File: config.mk
export PLATFORM = sky130hd
export DESIGN_NAME = ps2_key_decoder_flat
export DESIGN_NICKNAME = d
export VERILOG_FILES = /design/src/rtl/ps2_key_if.sv /design/src/rtl/ps2_key_decoder.sv /design/src/flat_wrapper.sv
export SDC_FILE = /design/constraint.sdc
export NUM_CORES = 1
export LEC_CHECK = 0
export ABC_AREA = 1
export BUFFER_PORTS_ARGS = -buffer_cell sky130_fd_sc_hd__buf_2
export CAP_MARGIN = 10
export CORE_ASPECT_RATIO = 0.75
export CORE_UTILIZATION = 50
export DETAILED_ROUTE_END_ITERATION = 16
export PLACE_DENSITY = 0.72
export SLEW_MARGIN = 0
export SYNTH_ARGS = -nofsm -noshare
export SYNTH_HDL_FRONTEND = slang
export SYNTH_SLANG_ARGS = --single-unit
export TNS_END_PERCENT = 5
File: constraint.sdc
create_clock -name clk -period 4.1 [get_ports clk]
set_input_delay 0.615 -clock clk [delete_from_list [all_inputs] [get_ports clk]]
set_output_delay 0.615 -clock clk [all_outputs]
set_load 0.005 [all_outputs]
File: src/rtl/ps2_key_if.sv
// ps2_key_if: PS/2 pin pair plus decoded key event bundle.
// master: keyboard/consumer side (drives ps2_clk/ps2_data, observes key events)
// slave : decoder side (samples ps2_clk/ps2_data, drives key events)
interface ps2_key_if;
    logic       ps2_clk;
    logic       ps2_data;
    logic [7:0] key_code;
    logic       key_valid;
    logic       key_ext;
    logic       key_break;
    logic       dir_up;
    logic       dir_down;
    logic       dir_left;
    logic       dir_right;
    logic       frame_err;
    modport master (
        output ps2_clk, ps2_data,
        input  key_code, key_valid, key_ext, key_break,
        input  dir_up, dir_down, dir_left, dir_right, frame_err
    );
    modport slave (
        input  ps2_clk, ps2_data,
        output key_code, key_valid, key_ext, key_break,
        output dir_up, dir_down, dir_left, dir_right, frame_err
    );
endinterface

File: src/rtl/ps2_key_decoder.sv
// ps2_key_decoder: PS/2 keyboard receiver resolving E0/F0 prefixes into key events and arrow-held flags.
// Ports: clk, rst_n (async active-low); bus (ps2_key_if.slave): ps2_clk/ps2_data in,
//        key_code/key_valid/key_ext/key_break, dir_up/down/left/right, frame_err out.
// Optional: define TYPEMATIC_SUPPRESS_EN to drop repeated makes of the last key until its break.
module ps2_key_decoder #(
    parameter int FILTER_LEN     = 8,
    parameter int TIMEOUT_CYCLES = 50000
) (
    input  logic   clk,
    input  logic   rst_n,
    ps2_key_if.slave bus
);
    localparam int FW = $clog2(FILTER_LEN + 1);
    localparam int TW = $clog2(TIMEOUT_CYCLES + 1);

    typedef enum logic {RX_IDLE, RX_BITS} rx_t;
    typedef enum logic [1:0] {SQ_BASE, SQ_EXT, SQ_BRK, SQ_EXT_BRK} sq_t;

    logic [1:0]    clk_s_q, dat_s_q;
    logic          filt_q, filt_d;
    logic [FW-1:0] fcnt_q, fcnt_d;
    rx_t           rx_q, rx_d;
    logic [3:0]    bit_q, bit_d;
    logic [7:0]    sr_q, sr_d;
    logic          par_q, par_d;
    logic [TW-1:0] to_q, to_d;
    sq_t           sq_q, sq_d;
    logic [7:0]    code_q, code_d;
    logic          ext_q, ext_d, brk_q, brk_d, valid_q, valid_d, err_q, err_d;
    logic [3:0]    dir_q, dir_d;
    logic          fall, din, byte_rdy, bad, is_ext, is_brk, supp;
`ifdef TYPEMATIC_SUPPRESS_EN
    logic [8:0]    last_q, last_d;
    logic          last_v_q, last_v_d;
`endif

    assign din = dat_s_q[1];

    always_comb begin
        filt_d   = filt_q;
        fcnt_d   = fcnt_q;
        rx_d     = rx_q;
        bit_d    = bit_q;
        sr_d     = sr_q;
        par_d    = par_q;
        to_d     = to_q;
        sq_d     = sq_q;
        code_d   = code_q;
        ext_d    = ext_q;
        brk_d    = brk_q;
        dir_d    = dir_q;
        valid_d  = 1'b0;
        err_d    = 1'b0;
        fall     = 1'b0;
        byte_rdy = 1'b0;
        bad      = 1'b0;
        supp     = 1'b0;
`ifdef TYPEMATIC_SUPPRESS_EN
        last_d   = last_q;
        last_v_d = last_v_q;
`endif
        // Filtered clock flips only after FILTER_LEN consecutive samples disagreeing with it
        if (clk_s_q[1] == filt_q) begin
            fcnt_d = '0;
        end else if (fcnt_q == FW'(FILTER_LEN - 1)) begin
            filt_d = clk_s_q[1];
            fcnt_d = '0;
            fall   = filt_q;
        end else begin
            fcnt_d = fcnt_q + 1'b1;
        end
        if (rx_q == RX_IDLE) begin
            to_d = '0;
            if (fall && !din) begin
                rx_d  = RX_BITS;
                bit_d = 4'd1;
            end
        end else if (fall) begin
            to_d  = '0;
            bit_d = bit_q + 4'd1;
            if (bit_q <= 4'd8) begin
                sr_d = {din, sr_q[7:1]};
            end else if (bit_q == 4'd9) begin
                par_d = din;
            end else begin
                rx_d     = RX_IDLE;
                byte_rdy = din && (^sr_q ^ par_q);
                bad      = !byte_rdy;
            end
        end else if (to_q == TW'(TIMEOUT_CYCLES - 1)) begin
            rx_d = RX_IDLE;
            bad  = 1'b1;
        end else begin
            to_d = to_q + 1'b1;
        end
        is_ext = (sq_q == SQ_EXT) || (sq_q == SQ_EXT_BRK);
        is_brk = (sq_q == SQ_BRK) || (sq_q == SQ_EXT_BRK);
        if (bad) begin
            err_d = 1'b1;
            sq_d  = SQ_BASE;
`ifdef TYPEMATIC_SUPPRESS_EN
            last_v_d = 1'b0;
`endif
        end else if (byte_rdy) begin
            if (!is_brk && sr_q == 8'hF0) begin
                sq_d = is_ext ? SQ_EXT_BRK : SQ_BRK;
            end else if (!is_brk && sr_q == 8'hE0) begin
                sq_d = SQ_EXT;
            end else begin
                sq_d = SQ_BASE;
`ifdef TYPEMATIC_SUPPRESS_EN
                supp = !is_brk && last_v_q && (last_q == {is_ext, sr_q});
                if (!is_brk) begin
                    last_d   = {is_ext, sr_q};
                    last_v_d = 1'b1;
                end else if (last_q == {is_ext, sr_q}) begin
                    last_v_d = 1'b0;
                end
`endif
                if (!supp) begin
                    code_d  = sr_q;
                    ext_d   = is_ext;
                    brk_d   = is_brk;
                    valid_d = 1'b1;
                end
                // Arrow flags follow every extended event, suppressed or not
                if (is_ext && sr_q == 8'h75) dir_d[0] = !is_brk;
                if (is_ext && sr_q == 8'h72) dir_d[1] = !is_brk;
                if (is_ext && sr_q == 8'h6B) dir_d[2] = !is_brk;
                if (is_ext && sr_q == 8'h74) dir_d[3] = !is_brk;
            end
        end
    end

    always_ff @(posedge clk or negedge rst_n) begin
        if (!rst_n) begin
            clk_s_q  <= 2'b11;
            dat_s_q  <= 2'b11;
            filt_q   <= 1'b1;
            fcnt_q   <= '0;
            rx_q     <= RX_IDLE;
            bit_q    <= '0;
            sr_q     <= '0;
            par_q    <= 1'b0;
            to_q     <= '0;
            sq_q     <= SQ_BASE;
            code_q   <= '0;
            ext_q    <= 1'b0;
            brk_q    <= 1'b0;
            valid_q  <= 1'b0;
            err_q    <= 1'b0;
            dir_q    <= '0;
`ifdef TYPEMATIC_SUPPRESS_EN
            last_q   <= '0;
            last_v_q <= 1'b0;
`endif
        end else begin
            clk_s_q  <= {clk_s_q[0], bus.ps2_clk};
            dat_s_q  <= {dat_s_q[0], bus.ps2_data};
            filt_q   <= filt_d;
            fcnt_q   <= fcnt_d;
            rx_q     <= rx_d;
            bit_q    <= bit_d;
            sr_q     <= sr_d;
            par_q    <= par_d;
            to_q     <= to_d;
            sq_q     <= sq_d;
            code_q   <= code_d;
            ext_q    <= ext_d;
            brk_q    <= brk_d;
            valid_q  <= valid_d;
            err_q    <= err_d;
            dir_q    <= dir_d;
`ifdef TYPEMATIC_SUPPRESS_EN
            last_q   <= last_d;
            last_v_q <= last_v_d;
`endif
        end
    end

    assign bus.key_code  = code_q;
    assign bus.key_valid = valid_q;
    assign bus.key_ext   = ext_q;
    assign bus.key_break = brk_q;
    assign bus.dir_up    = dir_q[0];
    assign bus.dir_down  = dir_q[1];
    assign bus.dir_left  = dir_q[2];
    assign bus.dir_right = dir_q[3];
    assign bus.frame_err = err_q;
endmodule

File: src/flat_wrapper.sv
// flat-port wrapper written by rule: the top's interface ports become plain ports
module ps2_key_decoder_flat 
#(
    parameter int FILTER_LEN     = 8,
    parameter int TIMEOUT_CYCLES = 50000
)
  (clk, rst_n, bus_ps2_clk, bus_ps2_data, bus_key_code, bus_key_valid, bus_key_ext, bus_key_break, bus_dir_up, bus_dir_down, bus_dir_left, bus_dir_right, bus_frame_err);
  ps2_key_if bus_i ();
  input  logic clk;
  input  logic rst_n;
  input wire logic [$bits(bus_i.ps2_clk)-1:0] bus_ps2_clk;
  input wire logic [$bits(bus_i.ps2_data)-1:0] bus_ps2_data;
  output wire logic [$bits(bus_i.key_code)-1:0] bus_key_code;
  output wire logic [$bits(bus_i.key_valid)-1:0] bus_key_valid;
  output wire logic [$bits(bus_i.key_ext)-1:0] bus_key_ext;
  output wire logic [$bits(bus_i.key_break)-1:0] bus_key_break;
  output wire logic [$bits(bus_i.dir_up)-1:0] bus_dir_up;
  output wire logic [$bits(bus_i.dir_down)-1:0] bus_dir_down;
  output wire logic [$bits(bus_i.dir_left)-1:0] bus_dir_left;
  output wire logic [$bits(bus_i.dir_right)-1:0] bus_dir_right;
  output wire logic [$bits(bus_i.frame_err)-1:0] bus_frame_err;
  assign bus_i.ps2_clk = bus_ps2_clk;
  assign bus_i.ps2_data = bus_ps2_data;
  assign bus_key_code = bus_i.key_code;
  assign bus_key_valid = bus_i.key_valid;
  assign bus_key_ext = bus_i.key_ext;
  assign bus_key_break = bus_i.key_break;
  assign bus_dir_up = bus_i.dir_up;
  assign bus_dir_down = bus_i.dir_down;
  assign bus_dir_left = bus_i.dir_left;
  assign bus_dir_right = bus_i.dir_right;
  assign bus_frame_err = bus_i.frame_err;
  ps2_key_decoder #(.FILTER_LEN(FILTER_LEN), .TIMEOUT_CYCLES(TIMEOUT_CYCLES)) u_core (.clk(clk), .rst_n(rst_n), .bus(bus_i));
endmodule
==> metrics.md <==
| Metric | Value |
|---|---|
| Status | `finished, final reports clean` |
| Part of the power in combinational logic | `4.6%` |
| DRC Markers | `0` |
| Place WS | `1810 ps` |
| Post-synthesis sequential element count | `57` |
| Total grt overflow | `0` |
| Chip width | `approximately 91 µm` |
| Routed Antenna Nets | `0` |
| Critical-path top delay cell | `dfrtp_1` |
| Buf/Inv on CP | `2` |
| Longest Clk Path Bufs | `2` |
| Final GP Congestion | `0.848` |
| Most instantiated cells after synthesis | `nand2_1 (78), inv_1 (56), dfrtp_1 (52), nor2_1 (32), nand3_1 (26)` |
| Hold buffers post-CTS | `0` |
| Top cell type's share of synthesized area | `43.8%` |
| Initial core utilization | `between 50% and 60%` |
| Peak supply drop | `roughly 190 µV` |
| Postcts setup bufs | `0` |
| Slew margin rel. | `between 40% and 50%` |
| Setup violations, final | `0` |
| Pleak | `1.70 nW` |
| Hold Path Class | `in2async` |
| Achievable frequency | `~0.44 GHz` |
| Power Dens Cells | `337 mW/mm²` |
| Share of layout cells above drive strength 1 | `between 10% and 20%` |
| P_int | `0.000849 W` |
| Max_cap viols | `0` |
| Die Area | `between 0.006 and 0.007 mm²` |
| Initial antenna violation count | `0` |
| Total power | `0.00111 W` |
| Main synth FF type | `dfrtp_1` |
| Crit-path max FO | `21` |
| Vias per std cell | `4.93` |
| Psw | `about 0.00026 W` |
| Crit-path cells | `inv_1, ha_1, inv_1, nand2_1, nand3_1, nand3_1, nand2_1, nand2_1, nor2_4, nand2_2, nand2_1, o21ai_2` |
| TritonCTS Buffers | `9` |
| Ys async rst share | `100%` |
| H-tree depth | `3` |
| Final Max Slew Viols | `0` |
| IO Pins | `20` |
| Top Family by Delay on Critical Path | `simple AND/OR/NAND/NOR gates` |
| Most frequent cell after synthesis | `nand2_1` |
| Post_cts resized | `0` |
| Vias in the first global route | `2,002` |
| Synth Warn # | `0` |
| Yosys cell types | `33` |
| Switching share of power | `a little under a quarter` |
| Worst Tran Pin Value | `between 700 and 800 ps` |
| Seq pwr share | `a little over half` |
| Mapped Cells | `349` |
| Largest net degree at the start of global routing | `31` |
| Utilization after layout | `59.6%` |
| Rows | `23` |
| Core area | `0.00553 mm²` |
| Post-detail-place hpwl | `approximately 4 mm` |
| Final wirelength | `5.57 mm` |
| Fillers | `508` |
| Total Neg Setup Slack | `0 ps` |
| Crit path top cell by count | `nand2_1` |
| CTS tree | `done` |
| Post-route setup slack | `between 1500 and 2000 ps` |
| Total GRT Usage | `20.2%` |
| Die span in y | `between 60 and 70 µm` |
| Sequential fraction of the synthesis area | `48.2%` |
| Period utilisation layout | `56.0%` |
| Yosys top cell by area | `dfrtp_1` |
| First-pass GRT wire length | `9.38 mm` |
| Syn Area/Cell | `between 8 and 9 µm²` |
| Post-layout minimum cycle time | `2300 ps` |
| Worst path arrival time | `around 2500 ps` |
| Clk Latency, worst-skew pair | `330 ps` |
| Clk_skew | `around 2.1 ps` |
| Post-synthesis net count | `about 370` |
| Worst Setup End Kind | `register` |
| Worst path required time | `4310 ps` |
| Vias post-DR | `2,244` |
| CP Class | `reg2reg` |
| Wirelength per Cell | `12.2 µm` |
| Number of I/O port buffers | `19` |
| Synth-to-layout area growth | `11.0%` |
| Largest stage delay, worst path | `400 ps` |
| CTS Sinks | `57` |
| Diode count | `0` |
| Top cells by area, synth | `dfrtp_1 (44%), nand2_1 (9.9%), inv_1 (7.1%)` |
| 1st-iter DRT viols | `170` |
| Reg clk slew, reported paths | `60 ps` |
| Post-Syn Area | `0.00297 mm²` |
| EDFF count, synth | `0` |
| Clock power frac | `41.8%` |
| Nets | `395` |
| RSZ-0062 raised after global routing | `false` |
| Fin. Hold Viols | `0` |
| Startpoint types | `register` |
| Root Buffer | `clkbuf_8` |
| Detailed Routing Iterations Pass 1 | `5` |
state kept, by name, summed over array words and instances (netlist names):
name	cells
u_core.sq_q	2
u_core.bus.key_code	8
u_core.bit_q	4
u_core.clk_s_q	2
u_core.bus.key_ext	1
u_core.rx_q	1
u_core.fcnt_q	4
u_core.bus.key_valid	1
u_core.par_q	1
u_core.sr_q	8
u_core.dat_s_q	2
u_core.bus.frame_err	1
u_core.dir_q	4
u_core.to_q	16
u_core.filt_q	1
u_core.bus.key_break	1
power by group through the flow:
stage | registers, W | logic [W] | clock network (W)
detailed placement | 0.000605 | 0.0000529 | 0
global route | 0.000597 | 0.0000613 | 0.000504
floorplan | 0.000603 | 0.0000333 | 0
CTS | 0.000595 | 0.0000531 | 0.000476
finish | 0.000595 | 0.0000511 | 0.000465
global placement | 0.000604 | 0.0000508 | 0
worst register-to-register path, stage by stage (launching register included):
cell and delay [ps]:
dfrtp_1 400, inv_1 120, ha_1 350, inv_1 90
nand2_1 50, nand3_1 80, nand3_1 80, nand2_1 70
nand2_1 90, nor2_4 240, nand2_2 350, nand2_1 180
o21ai_2 60
kinds of logic after synthesis:
logic type | count (synthesis) | share of synthesized area [%]
and+or+nand+nor | 168 | 26.3
buffers and inverters | 63 | 8.85
DFF | 57 | 48.2
AOI/OAI and AO/OA | 40 | 8.38
adders and majority gates | 16 | 6.74
xor gates and xnor gates | 5 | 1.47
layout make-up:
cell class                      instances  area, µm²  share of cell area, %
Tap cell                               75       93.8                   2.85
Multi-Input combinational cell        229       1270                   38.7
Clock inverter                          3       15.0                  0.456
Sequential cell                        57       1430                   43.5
Clock buffer                           13        159                   4.82
Timing Repair Buffer                   20        103                   3.11
Inverter                               58        218                   6.61
cell usage in the layout (no fill, tap or decap), types with 3 or more instances in the layout:
cell type  netlist  final
nand2_1         78     78
inv_1           56     56
dfrtp_1         52     52
nor2_1          32     32
nand3_1         26     26
buf_2            0     19
o21ai_0         18     18
ha_1            16     16
clkbuf_8         0     11
nor3_1          10     10
o21ai_2         10     10
nand4_1          8      8
a21oi_1          6      6
dfstp_2          5      5
xor2_1           4      4
clkinv_2         0      3
worst paths after layout:
| path | depth (start not counted) | startpoint | slack, ps | end |
|---|---|---|---|---|
| max in group asynchronous | 2 | rst_n | 2920 | u_core.clk_s_q[0] |
| setup reg to reg | 12 | u_core.sr_q[0] | 1800 | u_core.bus.key_code[2] |
| hold reg to reg | 0 | u_core.dat_s_q[0] | 360 | u_core.dat_s_q[1] |
| hold / removal | 1 | rst_n | 320 | u_core.to_q[3] |
| setup / recovery | 12 | u_core.sr_q[0] | 1800 | u_core.bus.key_code[2] |
| min in group clk | 0 | u_core.dat_s_q[0] | 360 | u_core.dat_s_q[1] |
per-stage QoR:
stage | hold WS [ps] | cell area (µm²) | instances
finish | 322 | 3300 | 455
CTS | 337 | 3300 | 455
global route | 347 | 3300 | 455
global placement | 346 | 3120 | 439
floorplan | 319 | 2970 | 349
detailed placement | 347 | 3120 | 439
per-layer routing:
layer  vias up  routed length (µm)  GRT usage (%)
met5         -                   0              0
met4         0                  63           7.14
met3         7                 344           8.00
met2        55                2250           29.3
met1      1023                2910           27.4
li1       1159                   -              -
Note: power is estimated with default switching activity, not from simulation.
